==> src/rtl/scoreboard_mux_display_if.sv <==
// Game-event inputs and multiplexed 7-seg display pins of the scoreboard.
// Latency: none (bundle of wires only).
// Backpressure: none; event inputs are level signals, display outputs are free-running.
interface scoreboard_mux_display_if #(
  parameter int N_DIGITS = 4
);
  logic                win_inc;
  logic                lose_inc;
  logic                clr;
  logic [6:0]          seg;
  logic [N_DIGITS-1:0] an;
  logic                dp;

  // Stimulus / board side: drives events, observes the display
  modport master (
    output win_inc, lose_inc, clr,
    input  seg, an, dp
  );

  // Scoreboard side: consumes events, drives the display
  modport slave (
    input  win_inc, lose_inc, clr,
    output seg, an, dp
  );
endinterface

==> src/rtl/scoreboard_mux_display.sv <==
// Two BCD scores (win/lose) shown on an N-digit multiplexed common-anode 7-seg display.
// Latency: score updates on the input rising edge; seg/an/dp follow sel one cycle later.
// Backpressure: none; each rising edge of win_inc/lose_inc counts once, saturating at all 9s.
// Optional macro SCOREBOARD_BLINK_EN: blink saturated sides every 256 refresh ticks.
module scoreboard_mux_display #(
  parameter int N_DIGITS   = 4,
  parameter int PRESCALE_W = 19
) (
  input  logic                    clk,
  input  logic                    rst,
  scoreboard_mux_display_if.slave bus
);

  localparam int H       = N_DIGITS / 2;
  localparam int SW      = $clog2(N_DIGITS);
  localparam int PW      = (PRESCALE_W > 0) ? PRESCALE_W : 1;
  localparam int SCORE_W = 4 * H;
  localparam logic [SCORE_W-1:0] SCORE_MAX = {H{4'h9}};

  logic [SCORE_W-1:0]    win_score, lose_score;
  logic                  win_q, lose_q;
  logic                  win_rise, lose_rise;
  logic [PW-1:0]         presc;
  logic                  tick;
  logic [SW-1:0]         sel;
  logic [N_DIGITS-1:0]   blank;
  logic [N_DIGITS-1:0]   blink_force;
  logic [4*N_DIGITS-1:0] digits;
  logic [3:0]            cur_digit;
  logic                  cur_blank;
  logic [6:0]            seg_nxt;
  logic [N_DIGITS-1:0]   an_nxt;
  logic                  dp_nxt;

  // BCD +1 with ripple carry; a score already at all 9s is held
  function automatic logic [SCORE_W-1:0] bcd_inc(input logic [SCORE_W-1:0] v);
    logic [SCORE_W-1:0] r;
    logic               carry;
    r     = v;
    carry = (v != SCORE_MAX);
    for (int i = 0; i < H; i++) begin
      if (carry) begin
        if (r[4*i +: 4] == 4'd9) begin
          r[4*i +: 4] = 4'd0;
        end else begin
          r[4*i +: 4] = r[4*i +: 4] + 4'd1;
          carry       = 1'b0;
        end
      end
    end
    return r;
  endfunction

  // Active-low gfedcba segment pattern for one BCD digit
  function automatic logic [6:0] seg_decode(input logic [3:0] d);
    case (d)
      4'd0:    seg_decode = 7'b1000000;
      4'd1:    seg_decode = 7'b1111001;
      4'd2:    seg_decode = 7'b0100100;
      4'd3:    seg_decode = 7'b0110000;
      4'd4:    seg_decode = 7'b0011001;
      4'd5:    seg_decode = 7'b0010010;
      4'd6:    seg_decode = 7'b0000010;
      4'd7:    seg_decode = 7'b1111000;
      4'd8:    seg_decode = 7'b0000000;
      4'd9:    seg_decode = 7'b0010000;
      default: seg_decode = 7'h7F;
    endcase
  endfunction

  assign win_rise  = bus.win_inc  & ~win_q;
  assign lose_rise = bus.lose_inc & ~lose_q;

  // Edge registers always track the inputs; clr wins over increments
  always_ff @(posedge clk) begin
    if (!rst) begin
      win_q      <= 1'b0;
      lose_q     <= 1'b0;
      win_score  <= '0;
      lose_score <= '0;
    end else begin
      win_q  <= bus.win_inc;
      lose_q <= bus.lose_inc;
      if (bus.clr) begin
        win_score  <= '0;
        lose_score <= '0;
      end else begin
        if (win_rise)  win_score  <= bcd_inc(win_score);
        if (lose_rise) lose_score <= bcd_inc(lose_score);
      end
    end
  end

  // With a zero-width prescaler every cycle is a refresh tick
  assign tick = (PRESCALE_W == 0) || (&presc);

  // Free-running prescaler and digit select
  always_ff @(posedge clk) begin
    if (!rst) begin
      presc <= '0;
      sel   <= '0;
    end else begin
      if (PRESCALE_W != 0) presc <= presc + PW'(1);
      if (tick) sel <= (sel == SW'(N_DIGITS - 1)) ? '0 : sel + SW'(1);
    end
  end

`ifdef SCOREBOARD_BLINK_EN
  logic [7:0] blink_cnt;
  logic       blink_ph;
  logic       win_sat, lose_sat;

  assign win_sat  = (win_score  == SCORE_MAX);
  assign lose_sat = (lose_score == SCORE_MAX);

  // Blink phase flips after every 256 refresh ticks; clr restarts it dark-free
  always_ff @(posedge clk) begin
    if (!rst || bus.clr) begin
      blink_cnt <= '0;
      blink_ph  <= 1'b0;
    end else if (tick) begin
      blink_cnt <= blink_cnt + 8'd1;
      if (&blink_cnt) blink_ph <= ~blink_ph;
    end
  end

  assign blink_force = blink_ph ? {{H{win_sat}}, {H{lose_sat}}} : '0;
`else
  assign blink_force = '0;
`endif

  // Leading-zero blanking per side, scanning down from each side's top digit
  always_comb begin
    logic zl, zw;
    blank  = '0;
    zl     = 1'b1;
    zw     = 1'b1;
    for (int i = H - 1; i >= 1; i--) begin
      zl           = zl && (lose_score[4*i +: 4] == 4'd0);
      zw           = zw && (win_score[4*i +: 4]  == 4'd0);
      blank[i]     = zl;
      blank[H + i] = zw;
    end
    blank = blank | blink_force;
  end

  assign digits    = {win_score, lose_score};
  assign cur_digit = digits[{sel, 2'b00} +: 4];
  assign cur_blank = blank[sel];

  // Display pattern for the currently selected slot
  always_comb begin
    seg_nxt      = cur_blank ? 7'h7F : seg_decode(cur_digit);
    an_nxt       = '1;
    if (!cur_blank) an_nxt[sel] = 1'b0;
    dp_nxt       = !((sel == SW'(H)) && !cur_blank);
  end

  // Registered pins; dark while in reset
  always_ff @(posedge clk) begin
    if (!rst) begin
      bus.seg <= 7'h7F;
      bus.an  <= '1;
      bus.dp  <= 1'b1;
    end else begin
      bus.seg <= seg_nxt;
      bus.an  <= an_nxt;
      bus.dp  <= dp_nxt;
    end
  end

endmodule

==> src/flat_wrapper.sv <==
// flat-port wrapper written by rule: the top's interface ports become plain ports
module scoreboard_mux_display_flat 
#(
  parameter int N_DIGITS   = 4,
  parameter int PRESCALE_W = 19
)
  (clk, rst, bus_win_inc, bus_lose_inc, bus_clr, bus_seg, bus_an, bus_dp);
  scoreboard_mux_display_if #(.N_DIGITS(N_DIGITS)) bus_i ();
  input  logic clk;
  input  logic rst;
  input wire logic [$bits(bus_i.win_inc)-1:0] bus_win_inc;
  input wire logic [$bits(bus_i.lose_inc)-1:0] bus_lose_inc;
  input wire logic [$bits(bus_i.clr)-1:0] bus_clr;
  output wire logic [$bits(bus_i.seg)-1:0] bus_seg;
  output wire logic [$bits(bus_i.an)-1:0] bus_an;
  output wire logic [$bits(bus_i.dp)-1:0] bus_dp;
  assign bus_i.win_inc = bus_win_inc;
  assign bus_i.lose_inc = bus_lose_inc;
  assign bus_i.clr = bus_clr;
  assign bus_seg = bus_i.seg;
  assign bus_an = bus_i.an;
  assign bus_dp = bus_i.dp;
  scoreboard_mux_display #(.N_DIGITS(N_DIGITS), .PRESCALE_W(PRESCALE_W)) u_core (.clk(clk), .rst(rst), .bus(bus_i));
endmodule
==> config.mk <==
export PLATFORM = sky130hd
export DESIGN_NAME = scoreboard_mux_display_flat
export DESIGN_NICKNAME = d
export VERILOG_FILES = /design/src/rtl/scoreboard_mux_display_if.sv /design/src/rtl/scoreboard_mux_display.sv /design/src/flat_wrapper.sv
export SDC_FILE = /design/constraint.sdc
export NUM_CORES = 1
export LEC_CHECK = 0
export CAP_MARGIN = 10
export CORE_MARGIN = 3
export CORE_UTILIZATION = 32
export CTS_CLUSTER_DIAMETER = 200
export DETAILED_ROUTE_END_ITERATION = 10
export PLACE_DENSITY = 0.53
export SYNTH_ARGS = -nofsm -noshare
export SYNTH_HDL_FRONTEND = slang
export SYNTH_SLANG_ARGS = --single-unit
==> constraint.sdc <==
create_clock -name clk -period 2.1 [get_ports clk]
set_input_delay 0.42 -clock clk [delete_from_list [all_inputs] [get_ports clk]]
set_output_delay 0.42 -clock clk [all_outputs]
set_load 0.005 [all_outputs]
==> results.py, run 1 <==
metrics = {
    "run_status": {
        "status": "finished clean",
    },
    "synth": {
        "yosysWarnings": 0,
        "synth.ff_latch_count": 51,
        "mean_instance_size_in_the_synthesized_netlist_um2": 8.91,
        "ys_async_sr_fraction": 0,
        "synth.distinct_cells": 43,
        "synth_area_um2": 2390,
        "synth_enable_flop_cells": 0,
        "syn_nets": 283,
        "synth_area_leaders": "sky130_fd_sc_hd__dfxtp_1 (43%), sky130_fd_sc_hd__xor2_1 (5.5%), sky130_fd_sc_hd__ha_1 (5.2%)",
        "synth_seq_area_share": 0.427,
        "post_synthesis_instance_total": 268,
        "synthFlopType": "sky130_fd_sc_hd__dfxtp_1",
        "synth_top_cell_area_share": 0.427,
        "post-synth-top-area-cell": "sky130_fd_sc_hd__dfxtp_1",
    },
    "critical_path": {
        "worstPathArrival_ps": 2060,
        "crit_family": "multiplexers",
        "critical-path-slowest-cell": "sky130_fd_sc_hd__mux4_2",
        "critical_path.n_buffers_inverters": 0,
        "critical_path_fanouts_max": 4,
        "timing.critical_path.slowest_cell_delay_ps": 590,
        "timing.critical_path.required_ps": 2270,
        "path_cells": "mux4_2 -> ha_1 -> or2_2 -> a21oi_1 -> o21ai_0",
        "setup.worst_path.start_class": "register",
        "timing.critical_path.to_type": "register",
        "critPathKind": "reg -> reg",
    },
    "timing": {
        "finalCriticalPeriod_ps": 1890,
        "rsz_0062_raised_after_global_routing": "false",
        "final_min_period_over_clock_period": 0.900,
        "fin_skew_ps": 6.21,
        "hold_viol_final": 0,
        "count_of_pins_over_their_slew_limit": 0,
        "final.setup.tns_ps": 0,
        "holdWs_ps": 481,
        "setup_viol": 0,
        "tightest_slew_ps": 647,
        "max-slew-margin-rel": 0.567,
        "max_freq_mhz": 529,
    },
    "grt": {
        "grt_start_max_net_pins": 19,
        "track_usage": 0.118,
        "antenna_found_initial": 0,
        "vias_in_the_first_global_route": 1693,
        "grt_remaining_overflow": 0,
        "grt_first_pass_wirelength_mm": 8.22,
    },
    "final_layout": {
        "fillers": 734,
        "drive_gt1_frac": 0.0828,
        "antenna_cells": 0,
        "final_net_count": 304,
        "area_growth_pct": 16.8,
    },
    "job": {
        "maxCapViolCount": 0,
    },
    "clock_network": {
        "cts_buffers": 5,
        "cts_htree_levels": 2,
        "clock_insertion_delay_worst_skew_ps": 310,
        "clock_tree_from_tritoncts": "yes",
        "ctsLongestPathBuffers": 2,
        "numClockSinks": 51,
        "cts_setup_buffers": 0,
        "clk_transition_reported_paths_ps": 90,
        "post_cts_resized": 0,
        "cts_hold_repair.buffers": 0,
        "clockRootBuffer": "sky130_fd_sc_hd__clkbuf_8",
    },
    "floorplanning": {
        "floorplan_core_area_um2": 7020,
        "ioPinCount": 17,
        "die_area_um2": 8540,
        "start_util": 0.340,
        "dieWidth_um": 92.4,
        "row_count": 30,
        "dieHeight_um": 92.4,
    },
    "pwr": {
        "vdd_drop_max_uv": 246,
        "total_power_mw": 1.70,
        "power-per-cell-area_nw_per_um2": 610,
        "total_leakage_power_nw": 0.973,
    },
    "detailed_routing": {
        "drt.antenna.violating_nets": 0,
        "dr_total_vias": 1852,
        "drc": 0,
        "drt-initial-drc-count": 91,
        "totalWireLength_mm": 4.64,
        "dr_vias_cell": 4.80,
        "pre_antenna_drt_iters": 4,
        "route.detailed.wl_per_inst_um": 12.0,
    },
    "placed_design": {
        "detailed_place_hpwl_mm": 3.36,
        "globalplace.congestion": 0.828,
        "io_buffer_count": 16,
    },
    "worst_hold_path": {
        "worst_hold_path_type": "reg -> reg",
    },
}
==> per-layer routing <==
layer / vias to the layer above / track usage / wire length (um)
li1: 984 / - / -
met1: 836 / 0.169 / 2490
met2: 27 / 0.170 / 1910
met3: 5 / 0.0260 / 164
met4: 0 / 0.0483 / 83
met5: - / 0 / 0
==> power breakdown <==
group          switching [mW]  internal [mW]
combinational          0.0414         0.0455
clock                   0.318          0.301
sequential             0.0112          0.984
==> placed cells by master (no fill, tap or decap), types with 6 or more instances in the layout <==
cell	count
sky130_fd_sc_hd__nand2_1	18
sky130_fd_sc_hd__buf_4	8
sky130_fd_sc_hd__nand3_1	12
sky130_fd_sc_hd__nand2b_1	7
sky130_fd_sc_hd__a21oi_1	22
sky130_fd_sc_hd__clkbuf_8	7
sky130_fd_sc_hd__ha_1	10
sky130_fd_sc_hd__xor2_1	15
sky130_fd_sc_hd__nand4_1	10
sky130_fd_sc_hd__inv_1	11
sky130_fd_sc_hd__nor2_1	28
sky130_fd_sc_hd__and2_1	6
sky130_fd_sc_hd__clkdlybuf4s50_1	16
sky130_fd_sc_hd__o21ai_0	12
sky130_fd_sc_hd__dfxtp_1	51
==> synthesized netlist by cell type, types with 5 or more instances <==
master,n
sky130_fd_sc_hd__a21oi_1,22
sky130_fd_sc_hd__ha_1,10
sky130_fd_sc_hd__dfxtp_1,51
sky130_fd_sc_hd__nand2b_1,7
sky130_fd_sc_hd__nand3_1,12
sky130_fd_sc_hd__o21ai_0,12
sky130_fd_sc_hd__clkbuf_1,6
sky130_fd_sc_hd__and2_1,6
sky130_fd_sc_hd__xor2_1,15
sky130_fd_sc_hd__nor2_1,28
sky130_fd_sc_hd__or3_1,5
sky130_fd_sc_hd__inv_1,11
sky130_fd_sc_hd__nor3_1,5
sky130_fd_sc_hd__nand4_1,10
sky130_fd_sc_hd__nand2_1,18
==> state kept, by name, indices dropped and copies added, names as in the netlist <==
register           count
u_core.bus.dp          1
u_core.lose_score      8
u_core.bus.an          4
u_core.presc          19
u_core.lose_q          1
u_core.sel             2
u_core.win_score       8
u_core.win_q           1
u_core.bus.seg         7
==> worst reg2reg max path, delay by kind of cell, from the launching register on <==
kind,cells,cell delay (ps)
mux,1,590
simple gates,1,300
flops,1,450
fa+ha+maj,1,200
compound gates,2,230
==> through the flow <==
| stage | cell area [um^2] | utilization | worst slack, ps | instances |
|---|---|---|---|---|
| after floorplan | 2390 | - | 213 | 268 |
| after global placement | 2690 | 0.383 | 221 | 378 |
| after detailed placement | 2690 | 0.383 | 189 | 378 |
| after CTS | 2790 | 0.397 | 173 | 386 |
| after global routing | 2790 | 0.398 | 31.9 | 386 |
| final | 2790 | 0.398 | 209 | 386 |
==> worst paths after layout <==
| check | slack [ps] | start | to | depth (start not counted) |
|---|---|---|---|---|
| setup / recovery | 210 | u_core.sel[0] | u_core.bus.seg[3] | 5 |
| hold / removal | 480 | u_core.presc[0] | u_core.presc[0] | 1 |
| setup reg to reg | 210 | u_core.sel[0] | u_core.bus.seg[3] | 5 |
| hold reg to reg | 480 | u_core.presc[0] | u_core.presc[0] | 1 |
==> final cells by class <==
class | count | area (um^2) | area share
inverter | 12 | 45.0 | 0.0161
multi-input combinational | 195 | 1280 | 0.460
sequential | 51 | 1020 | 0.366
clock buffer | 8 | 100 | 0.0359
timing repair buffer | 24 | 220 | 0.0789
tap | 96 | 120 | 0.0430
==> kinds of logic (layout without fill, tap and decap cells) <==
group / after synthesis / in the layout / share of synthesized area
flip-flops: 51 / 51 / 0.427
adder cells (fa/ha/maj): 10 / 10 / 0.0524
XOR/XNOR: 18 / 18 / 0.0660
buffers and inverters: 22 / 44 / 0.0367
AND/OR/NAND/NOR: 118 / 118 / 0.270
AO/OA/AOI/OAI: 43 / 43 / 0.102
multiplexers: 6 / 6 / 0.0461
No activity file was read; power rests on OpenSTA's default activity.
==> inputs of run 2 (changes only) <==
Settings changed: RECOVER_POWER set to 25.
==> results.py, run 2 (synthesis results as in run 1) <==
metrics = {
    "floorplanning": {
        "row_count": 30,
        "dieHeight_um": 92.4,
        "die_area_um2": 8540,
        "floorplan_core_area_um2": 7020,
        "ioPinCount": 17,
        "start_util": 0.340,
        "dieWidth_um": 92.4,
    },
    "placed_design": {
        "placed_cells": 378,
        "postPlaceCellArea_um2": 2690,
        "io_buffer_count": 16,
        "globalplace.congestion": 0.828,
        "detailed_place_hpwl_mm": 3.36,
        "placement.setup.worst_slack_ps": 189,
    },
    "detailed_routing": {
        "pre_antenna_drt_iters": 4,
        "totalWireLength_mm": 4.65,
        "route.detailed.wl_per_inst_um": 12.1,
        "drt-initial-drc-count": 94,
        "drc": 0,
        "dr_total_vias": 1854,
        "drt.antenna.violating_nets": 0,
        "dr_vias_cell": 4.80,
    },
    "grt": {
        "track_usage": 0.118,
        "grt_remaining_overflow": 0,
        "antenna_found_initial": 0,
        "vias_in_the_first_global_route": 1693,
        "grt_start_max_net_pins": 19,
        "grt_first_pass_wirelength_mm": 8.22,
    },
    "pwr": {
        "vdd_drop_max_uv": 246,
        "share_clk_of_total_power": 0.364,
        "intPower_mw": 1.33,
        "total_power_mw": 1.70,
        "power-per-cell-area_nw_per_um2": 611,
        "total_leakage_power_nw": 0.966,
        "p_comb_frac": 0.050,
        "seq_power_share": 0.586,
        "power.share.switching": 0.218,
        "p_sw_mw": 0.370,
    },
    "timing": {
        "final_min_period_over_clock_period": 0.901,
        "final.setup.tns_ps": 0,
        "fin_skew_ps": 6.21,
        "finalCriticalPeriod_ps": 1890,
        "max-slew-margin-rel": 0.426,
        "rsz_0062_raised_after_global_routing": "false",
        "hold_viol_final": 0,
        "max_freq_mhz": 529,
        "tightest_slew_ps": 861,
        "holdWs_ps": 480,
        "setup_viol": 0,
        "count_of_pins_over_their_slew_limit": 0,
        "setup_ws_ps": 208,
    },
    "critical_path": {
        "worstPathArrival_ps": 2070,
        "timing.critical_path.slowest_cell_delay_ps": 590,
        "critPathKind": "reg -> reg",
        "timing.critical_path.to_type": "register",
        "timing.reg2reg.setup_slack_ps": 210,
        "critical-path-slowest-cell": "sky130_fd_sc_hd__mux4_2",
        "setup.worst_path.start_class": "register",
        "critical_path_fanouts_max": 4,
        "path_cells": "mux4_2 -> ha_1 -> or2_2 -> a21oi_1 -> o21ai_0",
        "timing.critical_path.required_ps": 2270,
    },
    "final_layout": {
        "layout.cells.most_common": "sky130_fd_sc_hd__dfxtp_1",
        "largest_reg_flops": 19,
        "area_growth_pct": 16.5,
        "antenna_cells": 0,
        "final_net_count": 304,
        "finish.instance_area_um2": 2780,
        "finalNonFillerCells": 386,
        "layout_common_cells": "sky130_fd_sc_hd__dfxtp_1 (51), sky130_fd_sc_hd__nor2_1 (28), sky130_fd_sc_hd__a21oi_1 (22)",
        "regMostFlops": "u_core.presc",
        "drive_gt1_frac": 0.0759,
        "top_regs": "u_core.presc (19), u_core.lose_score (8), u_core.win_score (8)",
        "final_core_util": 0.396,
    },
    "clock_network": {
        "clk_transition_reported_paths_ps": 90,
        "numClockSinks": 51,
        "clock_insertion_delay_worst_skew_ps": 310,
        "ctsLongestPathBuffers": 2,
        "cts_hold_repair.buffers": 0,
        "clockRootBuffer": "sky130_fd_sc_hd__clkbuf_8",
        "clock_tree_from_tritoncts": "yes",
        "cts_buffers": 5,
        "cts_htree_levels": 2,
    },
    "job": {
        "maxCapViolCount": 0,
    },
    "worst_hold_path": {
        "worst_hold_path_type": "reg -> reg",
    },
    "run_status": {
        "status": "finished clean",
    },
}
-- run 2: cell types whose count changed in the layout (fill, tap and decap cells not counted) --
cell | before | now
sky130_fd_sc_hd__and2_0 | 0 | 1
sky130_fd_sc_hd__and2_1 | 6 | 5
sky130_fd_sc_hd__buf_4 | 8 | 6
sky130_fd_sc_hd__clkbuf_1 | 1 | 3
sky130_fd_sc_hd__clkdlybuf4s50_1 | 16 | 15
sky130_fd_sc_hd__dlygate4sd3_1 | 0 | 1
-- run 2: area by class of cell --
type                       count  area [um^2]
timing repair buffer          24          213
clock buffer                   8          100
fill                         734         4240
multi-input combinational    195         1280
tap                           96          120
inverter                      12         45.0
sequential                    51         1020
-- run 2: worst paths after layout --
check / cells after the start / startpoint / endpoint
max: 5 / u_core.sel[0] / u_core.bus.seg[3]
min: 1 / u_core.presc[0] / u_core.presc[0]
max reg2reg: 5 / u_core.sel[0] / u_core.bus.seg[3]
min reg2reg: 1 / u_core.presc[0] / u_core.presc[0]
-- run 2: per-layer routing --
layer  vias to the layer above  share of wire  track usage
met1                       835           0.53        0.169
met4                         0          0.018       0.0483
met5                         -              0            0
met3                         5          0.041       0.0260
li1                        983              -            -
met2                        31           0.41        0.170
-- run 2: power by group through the flow --
stage                     combinational (mW)  sequential, mW  clock, mW
after floorplan                       0.0442            1.02          0
after global placement                0.0878            1.02          0
after detailed placement              0.0878            1.02          0
after CTS                             0.0883           0.996      0.636
after global routing                  0.0958            1.00      0.690
final                                 0.0848           0.996      0.619
-- run 2: repair_timing --
item                       CTS  global route
setup endpoints to repair    0             1
buffers inserted             0             0
gates resized for setup      0             1
-- run 2: worst max-delay path: cells and delay by family, from the launching register on --
| kind | cells | cell delay, ps |
|---|---|---|
| mux | 1 | 590 |
| simple gates | 1 | 300 |
| flops | 1 | 450 |
| compound gates | 2 | 230 |
| fa+ha+maj | 1 | 200 |
==> inputs of run 3 (changes only) <==
Settings changed: PLACE_DENSITY 0.53 to unset, PLACE_DENSITY_LB_ADDON set to 0.15.
==> results.py, run 3 (synthesis results as in run 1) <==
metrics = {
    "grt": {
        "vias_in_the_first_global_route": 1729,
        "track_usage": 0.118,
        "grt_remaining_overflow": 0,
        "antenna_found_initial": 0,
        "grt_start_max_net_pins": 19,
        "grt_first_pass_wirelength_mm": 8.21,
    },
    "placed_design": {
        "globalplace.congestion": 0.830,
        "postPlaceCellArea_um2": 2690,
        "io_buffer_count": 16,
        "detailed_place_hpwl_mm": 3.43,
    },
    "detailed_routing": {
        "drt.antenna.violating_nets": 0,
        "dr_vias_cell": 4.74,
        "totalWireLength_mm": 4.68,
        "route.detailed.wl_per_inst_um": 12.1,
        "dr_total_vias": 1834,
        "pre_antenna_drt_iters": 4,
        "drc": 0,
        "drt-initial-drc-count": 129,
    },
    "critical_path": {
        "path_cells": "ha_1 -> nand4_1 -> or4_1 -> or3_1 -> a21oi_1",
        "critPathKind": "reg -> reg",
        "worstPathArrival_ps": 2160,
        "critical_path_fanouts_max": 8,
        "setup.worst_path.start_class": "register",
        "critical-path-slowest-cell": "sky130_fd_sc_hd__or4_1",
        "timing.critical_path.to_type": "register",
        "timing.critical_path.slowest_cell_delay_ps": 560,
        "timing.critical_path.required_ps": 2340,
    },
    "timing": {
        "count_of_pins_over_their_slew_limit": 0,
        "hold_viol_final": 0,
        "final_min_period_over_clock_period": 0.916,
        "max_freq_mhz": 520,
        "finalCriticalPeriod_ps": 1920,
        "max-slew-margin-rel": 0.626,
        "tightest_slew_ps": 559,
        "final.setup.tns_ps": 0,
        "rsz_0062_raised_after_global_routing": "false",
        "fin_skew_ps": 9.10,
        "setup_viol": 0,
    },
    "clock_network": {
        "clock_insertion_delay_worst_skew_ps": 300,
        "cts_setup_buffers": 0,
        "clockRootBuffer": "sky130_fd_sc_hd__clkbuf_8",
        "cts_htree_levels": 2,
        "cts_buffers": 5,
        "clk_transition_reported_paths_ps": 90,
        "ctsLongestPathBuffers": 2,
        "numClockSinks": 51,
        "clock_tree_from_tritoncts": "yes",
    },
    "final_layout": {
        "drive_gt1_frac": 0.0825,
        "top_regs": "u_core.presc (19), u_core.lose_score (8), u_core.win_score (8)",
        "finish.instance_area_um2": 2780,
        "regMostFlops": "u_core.presc",
        "area_growth_pct": 16.2,
        "layout.cells.most_common": "sky130_fd_sc_hd__dfxtp_1",
        "layout_common_cells": "sky130_fd_sc_hd__dfxtp_1 (50), sky130_fd_sc_hd__nor2_1 (28), sky130_fd_sc_hd__a21oi_1 (22)",
        "largest_reg_flops": 19,
        "area_of_combinational_cells_with_multiple_inputs_um2": 1280,
        "antenna_cells": 0,
        "final_net_count": 305,
        "seq_area_um2": 1020,
        "fillers": 739,
    },
    "pwr": {
        "total_leakage_power_nw": 0.963,
        "vdd_drop_max_uv": 193,
        "power-per-cell-area_nw_per_um2": 587,
    },
    "floorplanning": {
        "dieWidth_um": 92.4,
        "start_util": 0.340,
        "die_area_um2": 8540,
        "row_count": 30,
        "ioPinCount": 17,
        "floorplan_core_area_um2": 7020,
        "dieHeight_um": 92.4,
    },
    "worst_hold_path": {
        "worst_hold_path_type": "reg -> reg",
    },
    "run_status": {
        "status": "finished clean",
    },
    "job": {
        "maxCapViolCount": 0,
    },
}
[run 3: final timing paths]
| check | endpoint | slack (ps) | depth (start not counted) | from |
|---|---|---|---|---|
| max | u_core.presc[18] | 180 | 5 | u_core.presc[0] |
| min | u_core.presc[0] | 480 | 1 | u_core.presc[0] |
| max reg2reg | u_core.presc[18] | 180 | 5 | u_core.presc[0] |
| min reg2reg | u_core.presc[0] | 480 | 1 | u_core.presc[0] |
[run 3: per-stage QoR]
stage,util,setup slack (ps),cells,hold slack (ps),power (mW)
finish,0.396,177,387,477,1.63
CTS,0.396,158,387,481,1.66
floorplan,-,213,268,426,1.06
global placement,0.384,188,379,451,1.11
detailed placement,0.384,172,379,459,1.11
global route,0.396,20.5,387,527,1.72
[run 3: metal layers]
metal  up-vias  global-route usage  share of wire
met5         -                   0              0
met4         0              0.0408          0.013
met3         5              0.0268          0.031
met2        24               0.171           0.41
met1       821               0.172           0.54
li1        984                   -              -
[run 3: cell type report]
class	instances	share of cell area
clock inverters	2	0.00451
clock buffers	6	0.0261
inverters	12	0.0162
repair buffers	25	0.0807
multi-input cells	195	0.461
flip-flops and latches	51	0.368
well taps	96	0.0433
[run 3: where the power goes]
group          switching, mW  total (mW)  internal, mW  leakage [nW]
Combinational         0.0410      0.0850        0.0440         0.507
Clock                  0.317       0.550         0.234        0.0412
Sequential            0.0111       0.995         0.984         0.416
Total                  0.369        1.63          1.26         0.963
[run 3: repair_timing]
| item | 4_1_cts | 5_1_grt |
|---|---|---|
| gates resized for setup | 0 | 1 |
| hold buffers | 0 | 0 |
| setup endpoints to repair | 0 | 1 |
[run 3: worst max-delay path: cells and delay by family, from the launching register on]
kind            cells  cell delay [ps]
simple gates        3             1110
compound gates      1              140
flops               1              380
fa+ha+maj           1              240
